--- config.mk ---
export PLATFORM = sky130hd
export DESIGN_NAME = miriscv_prog_loader
export DESIGN_NICKNAME = d
export VERILOG_FILES = /design/src/rtl/miriscv_prog_loader.sv
export SDC_FILE = /design/constraint.sdc
export NUM_CORES = 1
export LEC_CHECK = 0
export ABC_AREA = 1
export ABC_CLOCK_PERIOD_IN_PS = 2000
export CORE_ASPECT_RATIO = 0.5
export CORE_MARGIN = 2
export CORE_UTILIZATION = 50
export DETAILED_ROUTE_END_ITERATION = 12
export PLACE_DENSITY = 0.72
export RECOVER_POWER = 25
export SYNTH_ARGS = -nofsm -noshare
export SYNTH_HDL_FRONTEND = slang
export SYNTH_SLANG_ARGS = --single-unit
--- constraint.sdc ---
create_clock -name clk_i -period 2 [get_ports clk_i]
set_input_delay 0.6 -clock clk_i [delete_from_list [all_inputs] [get_ports clk_i]]
set_output_delay 0.6 -clock clk_i [all_outputs]
set_load 0.01 [all_outputs]
--- src/rtl/miriscv_prog_loader.sv ---
// Boot-time program loader: takes a length-prefixed little-endian word image over a byte stream,
// writes it into RAM from word 0 upward and then releases the core reset. `MIRISCV_LOADER_CSUM_EN adds an XOR checksum byte.
module miriscv_prog_loader #(
    parameter int unsigned RAM_SIZE = 512
) (
    input  logic        clk_i,
    input  logic        rst_n_i,
    input  logic [7:0]  byte_i,
    input  logic        byte_valid_i,
    output logic        byte_ready_o,
    output logic        mem_we_o,
    output logic [31:0] mem_addr_o,
    output logic [31:0] mem_wdata_o,
    output logic        core_rst_n_o,
    output logic        done_o,
    output logic        error_o
);

    typedef enum logic [2:0] {
        ST_LEN   = 3'd0,
        ST_DATA  = 3'd1,
        ST_CSUM  = 3'd2,
        ST_DONE  = 3'd3,
        ST_ERROR = 3'd4
    } state_e;

`ifdef MIRISCV_LOADER_CSUM_EN
    localparam state_e ST_FINAL = ST_CSUM;
`else
    localparam state_e ST_FINAL = ST_DONE;
`endif

    state_e      state_q, state_d;
    logic        ready_q;
    logic        done_q;
    logic [1:0]  byte_cnt_q;
    logic [23:0] shift_q;
    logic [29:0] widx_q;
    logic [29:0] last_idx_q;
    logic [31:0] word_full;
    logic        accept;
    logic        last_byte;
`ifdef MIRISCV_LOADER_CSUM_EN
    logic [7:0]  csum_q;
`endif

    // The three bytes already held plus the byte on the bus form the complete little-endian word.
    assign word_full    = {byte_i, shift_q};
    assign accept       = byte_valid_i & ready_q;
    assign last_byte    = accept && (byte_cnt_q == 2'd3);

    assign byte_ready_o = ready_q;
    assign done_o       = done_q;
    assign core_rst_n_o = done_q;
    assign error_o      = (state_q == ST_ERROR);

    always_comb begin
        // NOTE: every signal driven here gets a default first so no path leaves it unassigned (no latch).
        state_d = state_q;
        case (state_q)
            ST_LEN: begin
                if (last_byte) begin
                    if (word_full > 32'(RAM_SIZE)) state_d = ST_ERROR;
                    else if (word_full == 32'd0)   state_d = ST_FINAL;
                    else                           state_d = ST_DATA;
                end
            end
            ST_DATA: begin
                if (last_byte && (widx_q == last_idx_q)) state_d = ST_FINAL;
            end
`ifdef MIRISCV_LOADER_CSUM_EN
            ST_CSUM: begin
                if (accept) state_d = (byte_i == csum_q) ? ST_DONE : ST_ERROR;
            end
`endif
            ST_DONE:  state_d = ST_DONE;
            default:  state_d = ST_ERROR;
        endcase
    end

    // NOTE: state is updated only with non-blocking assignments so every register samples pre-edge values.
    always_ff @(posedge clk_i or negedge rst_n_i) begin
        if (!rst_n_i) begin
            state_q     <= ST_LEN;
            ready_q     <= 1'b0;
            done_q      <= 1'b0;
            byte_cnt_q  <= 2'd0;
            shift_q     <= 24'd0;
            widx_q      <= 30'd0;
            last_idx_q  <= 30'd0;
            mem_we_o    <= 1'b0;
            mem_addr_o  <= 32'd0;
            mem_wdata_o <= 32'd0;
`ifdef MIRISCV_LOADER_CSUM_EN
            csum_q      <= 8'd0;
`endif
        end else begin
            state_q  <= state_d;
            // Ready is registered so it tracks the state being entered and stays low during reset.
            ready_q  <= (state_d == ST_LEN) || (state_d == ST_DATA) || (state_d == ST_CSUM);
            mem_we_o <= 1'b0;
            if (state_q == ST_DONE) done_q <= 1'b1;

            if (accept && ((state_q == ST_LEN) || (state_q == ST_DATA))) begin
                shift_q    <= word_full[31:8];
                byte_cnt_q <= byte_cnt_q + 2'd1;
`ifdef MIRISCV_LOADER_CSUM_EN
                csum_q     <= csum_q ^ byte_i;
`endif
                if (last_byte && (state_q == ST_LEN)) begin
                    // Only meaningful when 1 <= N <= RAM_SIZE, where it fits the index width.
                    last_idx_q <= 30'(word_full - 32'd1);
                end
                if (last_byte && (state_q == ST_DATA)) begin
                    mem_we_o    <= 1'b1;
                    mem_addr_o  <= {widx_q, 2'b00};
                    mem_wdata_o <= word_full;
                    widx_q      <= widx_q + 30'd1;
                end
            end
        end
    end

endmodule

; After elaboration in Yosys (flattened, before gate mapping)
; Index checks and enable logic that the tools add are counted.
[totals]
regBits = 154
inputBits = 11
[classes]
add_sub_neg = 3
order_cmp = 1
eq_ne = 7
n_mux = 7
bitwise = 1
n_reduce_logical = 13
[ops]
columns = cell, n
row1 = 32-bit by 10-bit > comparator with 1-bit output (second input constant), 1
row2 = 32-bit zero test, 1
row3 = 30-bit by 1-bit adder with 30-bit output (second input constant), 1
row4 = 30-bit == test, 1
row5 = 30-bit by 1-bit subtractor with 30-bit output (second input constant), 1
row6 = 3-bit 2-to-1 mux, 3
row7 = 3-bit one-hot mux with 3 select lines, 1
row8 = 3-bit by 1-bit == test with 1-bit output (second input constant), 2
row9 = 3-bit by 2-bit == test with 1-bit output (second input constant), 2
row10 = 3-bit zero test, 2
row11 = 1-bit logical AND, 5
row12 = 2-bit AND reduction, 2
row13 = 3-bit == test (second input constant), 1
row14 = 1-bit logical OR, 3
row15 = 2-bit by 1-bit adder with 2-bit output (second input constant), 1
row16 = 2-bit == test (second input constant), 1
row17 = 1-bit 2-to-1 mux, 2
row18 = 2-bit 2-to-1 mux, 1
row19 = 1-bit bitwise AND, 1

; Longest topological paths before layout
; Gate-level depths: netlist of the first run.
[logic_depth]
depth_word = 8
mapped_depth = 12
mapped_depth_nobuf = 12

; Least setup slack after synthesis of the first run
; OpenSTA, ideal clock, no wires.
[synth_timing]
kind = input to register
from = in byte_valid_i
to = reg widx_q[21]
arrival_ns = 1.516
required_ns = 1.883
slack_ns = 0.368
cell_stages = 11
cell_sequence = nand2_1 > nor2_1 > inv_2 > nor2_8 > nand2_4 > nor2_4 > nand2_4 > nor2_4 > nand2_1 > nand2_1 > nand2_1
[synth_via]
elab_chain_len = 4
[synth_rtl]
columns = item, line_no
row1 = start: declaration, 9  ; input logic byte_valid_i,
row2 = 1-bit bitwise AND *, 49  ; assign accept = byte_valid_i & ready_q;
row3 = 1-bit logical AND, 50  ; assign last_byte = accept && (byte_cnt_q == 2'd3);
row4 = 1-bit logical AND, 114  ; if (last_byte && (state_q == ST_DATA)) begin
row5 = 2-bit AND reduction (no source line) *, -
row6 = end signal: assignment, 118  ; widx_q <= widx_q + 30'd1;
row7 = end: declaration, 38  ; logic [29:0] widx_q;
; Every way passes the cells marked *; elsewhere a longest branch is shown, timed or not.
; A chain may end at the register's enable or synchronous reset.

; Worst setup path in the final report of the first run
[layout_timing]
from = reg mem_wdata_o[28]
to = out mem_wdata_o[28]
[layout_rtl]
columns = item, line_no
row1 = start: declaration, 13  ; output logic [31:0] mem_wdata_o,
row2 = start signal: assignment, 117  ; mem_wdata_o <= word_full;
; No word-level cell between the ends.

==> results_dict.tcl, run 1 <==
set metrics [dict create \
    status "finished clean" \
    syn_area_per_cell_um2 8.27 \
    switchingPower_w 0.00145 \
    finalInstanceArea_mm2 0.00929 \
    timing.fmax_mhz 517 \
    cp_cell_sequence "clkdlybuf4s50_1" \
    cts_buffer_depth 2 \
    holdBufCountCts 0 \
    powerDensity_mw_per_mm2 731 \
    num_io_pins 80 \
    cts_tree "yes" \
    clock_sinks 154 \
    crit_buf_inv 1 \
    clock_latency_ns 0.42 \
    power_frac_comb_pct 2.0 \
    grt_antenna_before_repair 0 \
    netlist_instances 901 \
    drc 0 \
    place_area_mm2 0.00864 \
    wl_per_cell_um 15.0 \
    start_util_pct 51.4 \
    path_clk_slew_ns 0.07 \
    setup_viol 0 \
    grt_pass1_vias 5855 \
    grt_pass1_wl_mm 30.2 \
    drive_gt1_share_pct 11.3 \
    power_leakage_nw 4.54 \
    p_seq_share_pct 45.9 \
    hp-class "in -> async" \
    diodes 0 \
    ys_seq_area_share_pct 51.7 \
    portBuffers 77 \
    slew_headroom_pct 24.4 \
    die_w_um 177 \
    slew_violations 0 \
    critPathMaxStageDelay_ns 0.55 \
    critPathMaxFanout 2 \
    busiest_layer "met1" \
    rr_endpoint "last_idx_q[26]" \
    finalNonFillerCells 1214 \
    crit_family "buffers and inverters" \
    synth.distinct_cells 37 \
    synth_area_leaders "dfrtp_1 52%, nand2_1 13%, o21ai_0 5.7%" \
    r2r-start "shift_q[10]" \
    start_kind "flip-flop" \
    grt_usage_pct 24.3 \
    regToRegSetupSlack_ns 0.25 \
    detail-route-antenna-nets 0 \
    finalWirelength_mm 18.3 \
    grt_remaining_overflow 0 \
    period_share_pct 96.6 \
    critPathArrivalTime_ns 1.33 \
    clock-root-buffer "clkbuf_16" \
    dp.cells 1178 \
    num_vias 6150 \
    p_int_w 0.00534 \
    ys_warn_count 0 \
    finalCriticalPeriod_ns 1.93 \
    syn_to_final_growth_pct 24.7 \
    drt_iter0_markers 516 \
    die_y_um 90.3 \
    gp_congestion 0.910 \
    critPathSlowestCell "clkdlybuf4s50_1" \
    nets 1017 \
    swShare_pct 21.4 \
    worstSetupPathType "reg -> out" \
    rsz0062_at_grt "false" \
    tns_ns 0 \
    die_area_mm2 0.0160 \
    clkPwrFrac_pct 52.1 \
    cp_data_required_time_ns 1.40 \
    synth_top_area_share_pct 51.7 \
    h-tree-depth 4 \
    dpl.hpwl_mm 13.3 \
    globalRouteMet3Util_pct 4.59 \
    vias_per_cell 5.07 \
    fillerInstances 1241 \
    grt_start_max_net_pins 56 \
    finalHoldViolations 0 \
    syn_area_mm2 0.00745 \
    yosysTopAreaCell "dfrtp_1" \
    cap_violations 0 \
    ys_seq_elements 154 \
    ir_drop_uv 448 \
    numCtsBuffers 17 \
    r2r_cells 7 \
    grt_use_met2_pct 34.5 \
    core_area_mm2 0.0145 \
    skew_ns 0.0107 \
    worst_setup_path_end_kind "output pin" \
    tightest_slew_ns 1.13 \
    rows 31 \
    drtPass1Iterations 5 \
    grt_use_met1_pct 38.0 \
]
## logic make-up (layout without fill, tap and decap cells)
logic type,after synthesis,in the layout,synth area share (%)
flip-flops,154,154,51.7
multiplexers,1,1,0.151
XOR/XNOR,59,59,6.94
other,1,2,0.0503
AO/OA/AOI/OAI,121,121,8.45
adder cells (fa/ha/maj),3,3,0.504
AND/OR/NAND/NOR,442,442,25.7
buffers and inverters,120,234,6.48
## power by group through the flow
stage	Combinational [W]	Sequential (W)	Clock (W)
6_report	0.000138	0.00311	0.00354
2_1_floorplan	0.0000249	0.00317	0
4_1_cts	0.000147	0.00311	0.00356
3_3_place_gp	0.000144	0.00317	0
3_5_place_dp	0.000146	0.00317	0
5_1_grt	0.000159	0.00311	0.00371
## Yosys cell counts (all sizes together)
library cell / count
nand2: 267
dfrtp: 154
nor2: 124
o21ai: 104
inv: 90
xor2: 32
xnor2: 27
nand3: 25
buf: 19
clkbuf: 11
nor3: 10
a31oi: 8
nand4: 8
a21oi: 5
ha: 3
nor4: 3
nor3b: 2
o22ai: 2
or2: 2
a22o: 1
a22oi: 1
conb: 1
mux2: 1
nand3b: 1
## layer usage
| layer | wire [um] | part of all wire [%] |
|---|---|---|
| met5 | 0 | 0 |
| met4 | 209 | 1.1 |
| met3 | 950 | 5.2 |
| met2 | 7620 | 42 |
| met1 | 9480 | 52 |
## cell usage in the layout, fill, tap and decap left out, types with 2 or more instances in the layout
| master | count |
|---|---|
| dfrtp_1 | 154 |
| clkinv_4 | 4 |
| o21ai_1 | 19 |
| o21ai_0 | 85 |
| nand4_1 | 8 |
| bufinv_16 | 4 |
| inv_2 | 9 |
| nand2_2 | 8 |
| buf_4 | 30 |
| nor2_4 | 7 |
| clkbuf_16 | 17 |
| nor3_4 | 2 |
| nand2_4 | 2 |
| clkdlybuf4s50_1 | 75 |
| o22ai_1 | 2 |
| clkbuf_8 | 2 |
| nor3_1 | 5 |
| nor4_1 | 3 |
| or2_2 | 2 |
| ha_1 | 3 |
| nor3_2 | 3 |
| a31oi_1 | 8 |
| conb_1 | 2 |
| nand2_1 | 257 |
| buf_12 | 4 |
| xor2_1 | 32 |
| a21oi_1 | 5 |
| nor2_2 | 10 |
| xnor2_1 | 27 |
| inv_1 | 81 |
| nand3_1 | 23 |
| nor3b_1 | 2 |
| nor2_1 | 106 |
| inv_6 | 3 |
| clkbuf_2 | 2 |
## how the worst max path moves through the flow
| stage | from | endpoint | slack, ns | depth (start not counted) |
|---|---|---|---|---|
| after floorplan | byte_valid_i | widx_q[21] | 0.37 | 11 |
| after global placement | byte_valid_i | last_idx_q[24] | -0.25 | 9 |
| after detailed placement | byte_valid_i | widx_q[28] | -0.28 | 11 |
| after CTS | mem_wdata_o[27] | mem_wdata_o[27] | 0.05 | 1 |
| after global routing | byte_valid_i | widx_q[28] | 0.007 | 11 |
| final | mem_wdata_o[28] | mem_wdata_o[28] | 0.07 | 1 |
## sequential cells by signal, indices dropped and copies added, names as in the netlist, 2 cells and up
| signal | count |
|---|---|
| widx_q | 30 |
| mem_addr_o | 30 |
| byte_cnt_q | 2 |
| state_q | 3 |
| shift_q | 24 |
| mem_wdata_o | 32 |
| last_idx_q | 30 |
## metrics by stage
stage	util, %	hold WS [ns]	setup WS (ns)	total power (W)
2_1_floorplan	-	0.304	0.368	0.00320
3_3_place_gp	59.5	0.462	-0.248	0.00332
3_5_place_dp	59.5	0.466	-0.284	0.00332
4_1_cts	64.0	0.107	0.0535	0.00682
5_1_grt	64.0	0.462	0.00658	0.00698
6_report	64.0	0.391	0.0673	0.00679
## repair_timing
action,4_1_cts,5_1_grt
pin swaps,0,1
endpoints found under the setup margin,1,3
gates resized for setup,1,1
buffers inserted,1,3
## final cells by class
class	count	area [um^2]	area share, %
Clock inverter	12	186	2.01
Clock buffer	20	457	4.92
Timing Repair Buffer	112	1070	11.6
Sequential cell	154	3850	41.5
Inverter	90	338	3.64
Tap cell	198	248	2.67
Multi-Input combinational cell	628	3130	33.7
Note: power is estimated with default switching activity, not from simulation.
==> run 2: changes to the inputs <==
--- a/config.mk
+++ b/config.mk
@@ -6,7 +6,6 @@
 export NUM_CORES = 1
 export LEC_CHECK = 0
 export ABC_AREA = 1
-export ABC_CLOCK_PERIOD_IN_PS = 2000
 export CORE_ASPECT_RATIO = 0.5
 export CORE_MARGIN = 2
 export CORE_UTILIZATION = 50
==> results of run 2 <==
Same layout as run 1: the final DEF is identical, and so are final timing and power.
==> run 3: changes to the inputs <==
--- a/config.mk
+++ b/config.mk
@@ -8,10 +8,11 @@
 export ABC_AREA = 1
 export CORE_ASPECT_RATIO = 0.5
 export CORE_MARGIN = 2
-export CORE_UTILIZATION = 50
+export CORE_UTILIZATION = 40
 export DETAILED_ROUTE_END_ITERATION = 12
-export PLACE_DENSITY = 0.72
+export PLACE_DENSITY = 0.64
 export RECOVER_POWER = 25
+export SETUP_SLACK_MARGIN = 0.1
 export SYNTH_ARGS = -nofsm -noshare
 export SYNTH_HDL_FRONTEND = slang
 export SYNTH_SLANG_ARGS = --single-unit
==> run 3 against run 2 <==
  * Setup slack improved by 0.059 ns
  * Clock-buffer cell count is 3 lower
  * Cell area fell by 0.46%
  * Flip-flop and latch count did not move
  * Hold slack worse by 0.052 ns
  * Via count shrank 0.52%
  * Critical endpoint is now error_o
  * Largest power group unchanged
==> results_dict.tcl, run 3 (synthesis results as in run 1) <==
set metrics [dict create \
    holdBufCountCts 0 \
    slew_headroom_pct 32.1 \
    rsz0062_at_grt "true" \
    met2WireLength_mm 7.95 \
    die_y_um 101 \
    cts_tree "yes" \
    layout_common_cells "256 x nand2_1, 154 x dfrtp_1, 105 x nor2_1" \
    tns_ns 0 \
    critPathSlowestCell "dfrtp_1" \
    crit_start "state_q[1]" \
    rr_endpoint "widx_q[29]" \
    finalCriticalPeriod_ns 1.87 \
    start_util_pct 40.7 \
    largest_reg_flops 32 \
    detail-route-antenna-nets 0 \
    crit_end "error_o" \
    clkPwrFrac_pct 49.2 \
    critPathMaxFanout 4 \
    swShare_pct 23.6 \
    ir_drop_uv 645 \
    p_seq_share_pct 48.7 \
    die_w_um 197 \
    h-tree-depth 4 \
    numCtsBuffers 17 \
    grt_pass1_vias 5879 \
    cp_num_cells 2 \
    worst_setup_path_end_kind "output pin" \
    wl_met1_mm 9.63 \
    powerDensity_mw_per_mm2 692 \
    drtPass1Iterations 5 \
    start_kind "flip-flop" \
    finalWirelength_mm 18.7 \
    fillerInstances 1796 \
    finalInstanceArea_mm2 0.00925 \
    utilization_pct 50.5 \
    diodes 0 \
    syn_to_final_growth_pct 24.1 \
    skew_ns 0.0105 \
    grt_antenna_before_repair 0 \
    power_frac_comb_pct 2.1 \
    gp_congestion 0.890 \
    grt_pass1_wl_mm 30.9 \
    power_leakage_nw 4.90 \
    dpl.hpwl_mm 14.1 \
    grt_usage_pct 20.1 \
    clock_sinks 154 \
    worstSetupPathType "reg -> out" \
    cp_cell_sequence "nor3b_2 -> clkdlybuf4s15_1" \
    period_share_pct 93.7 \
    crit_buf_inv 1 \
    portBuffers 77 \
    drt_iter0_markers 337 \
    wl_per_cell_um 14.9 \
    cts_buffer_depth 2 \
    rows 35 \
    finalHoldViolations 0 \
    cp_data_required_time_ns 1.40 \
    cap_violations 0 \
    clock_latency_ns 0.42 \
    place_area_mm2 0.00872 \
    multi_input_area_mm2 0.00316 \
    tightest_slew_ns 1.02 \
    nets 1020 \
    p_int_w 0.00489 \
    drive_gt1_share_pct 12.0 \
    num_vias 6118 \
    critPathArrivalTime_ns 1.27 \
    vias_per_cell 4.86 \
    crit_family "flip-flops" \
    regArea_mm2 0.00385 \
    grt_start_max_net_pins 62 \
    grt_remaining_overflow 0 \
    critPathMaxStageDelay_ns 0.43 \
    hold_ws_ns 0.339 \
    r2r_cells 9 \
    wl_met3_um 925 \
    top_register "mem_wdata_o" \
    timing.fmax_mhz 534 \
    num_io_pins 80 \
    path_clk_slew_ns 0.07 \
    final_common_cell "nand2_1" \
    switchingPower_w 0.00151 \
    die_area_mm2 0.0198 \
    drc 0 \
    slew_violations 0 \
    regToRegSetupSlack_ns 0.29 \
    r2r-start "widx_q[17]" \
    clock-root-buffer "clkbuf_16" \
    setup_viol 0 \
    highest_layer "met4" \
    status "finished clean" \
    core_area_mm2 0.0183 \
    hp-class "in -> async" \
]
==> run 3: cell count changes in the layout (fill, tap and decap cells not counted), sizes merged <==
cell           delta
dlygate4sd2      +62
dlymetal6s2s      +4
clkdlybuf4s50    -67
bufinv            -3
clkdlybuf4s15     +1
clkinvlp          +2
buf               +1
inv               +2
clkinv            +2
clkbuf            -1
==> run 3: area by class of cell <==
class | instances | share of cell area, %
Sequential cell | 154 | 41.7
Multi-Input combinational cell | 628 | 34.2
Timing Repair Buffer | 115 | 11.1
Clock buffer | 17 | 4.60
Inverter | 90 | 3.68
Tap cell | 240 | 3.25
Clock inverter | 15 | 1.53
==> run 3: how the worst min path moves through the flow <==
stage	startpoint	slack, ns	cells after the start	endpoint
floorplan	rst_n_i	0.30	0	byte_cnt_q[0]
global placement	mem_addr_o[20]	0.46	2	mem_addr_o[20]
CTS	rst_n_i	0.1	1	mem_wdata_o[9]
global route	rst_n_i	0.43	1	mem_wdata_o[7]
finish	rst_n_i	0.34	1	mem_wdata_o[6]
detailed placement	mem_addr_o[19]	0.47	2	mem_addr_o[19]
==> run 3: routing by layer <==
layer / GRT usage [%] / vias up
li1: - / 3042
met1: 30.3 / 2919
met2: 29.5 / 133
met3: 4.22 / 24
met4: 4.92 / 0
met5: 0 / -
==> run 3: worst reg2reg max path, stage by stage (launching register included) <==
cell,delay [ns]
dfrtp_1,0.55
nand2_1,0.12
nor2_1,0.24
nand2_1,0.11
nor2_1,0.24
nand2_1,0.09
nand2_1,0.06
nand2_1,0.04
nand2_1,0.06
o21ai_1,0.07
==> run 3: power by group through the flow <==
stage          clock network (W)  logic [W]  registers [W]
4_1_cts                  0.00318   0.000150        0.00311
5_1_grt                  0.00332   0.000155        0.00311
3_3_place_gp                   0   0.000146        0.00317
2_1_floorplan                  0  0.0000249        0.00317
3_5_place_dp                   0   0.000150        0.00317
6_report                 0.00315   0.000135        0.00311
==> run 3: per-stage QoR <==
step	std cells	power (W)	setup slack, ns
floorplan	902	0.00320	0.368
global placement	1223	0.00332	-0.265
detailed placement	1223	0.00332	-0.315
CTS	1256	0.00645	0.0610
global route	1259	0.00659	0.0440
finish	1259	0.00640	0.126
==> run 3: repair_timing <==
| action | 4_1_cts | 5_1_grt |
|---|---|---|
| endpoints found under the setup margin | 64 | 21 |
| gates resized for setup | 64 | 14 |
| setup buffers | 1 | 3 |
| pin swaps | 0 | 5 |
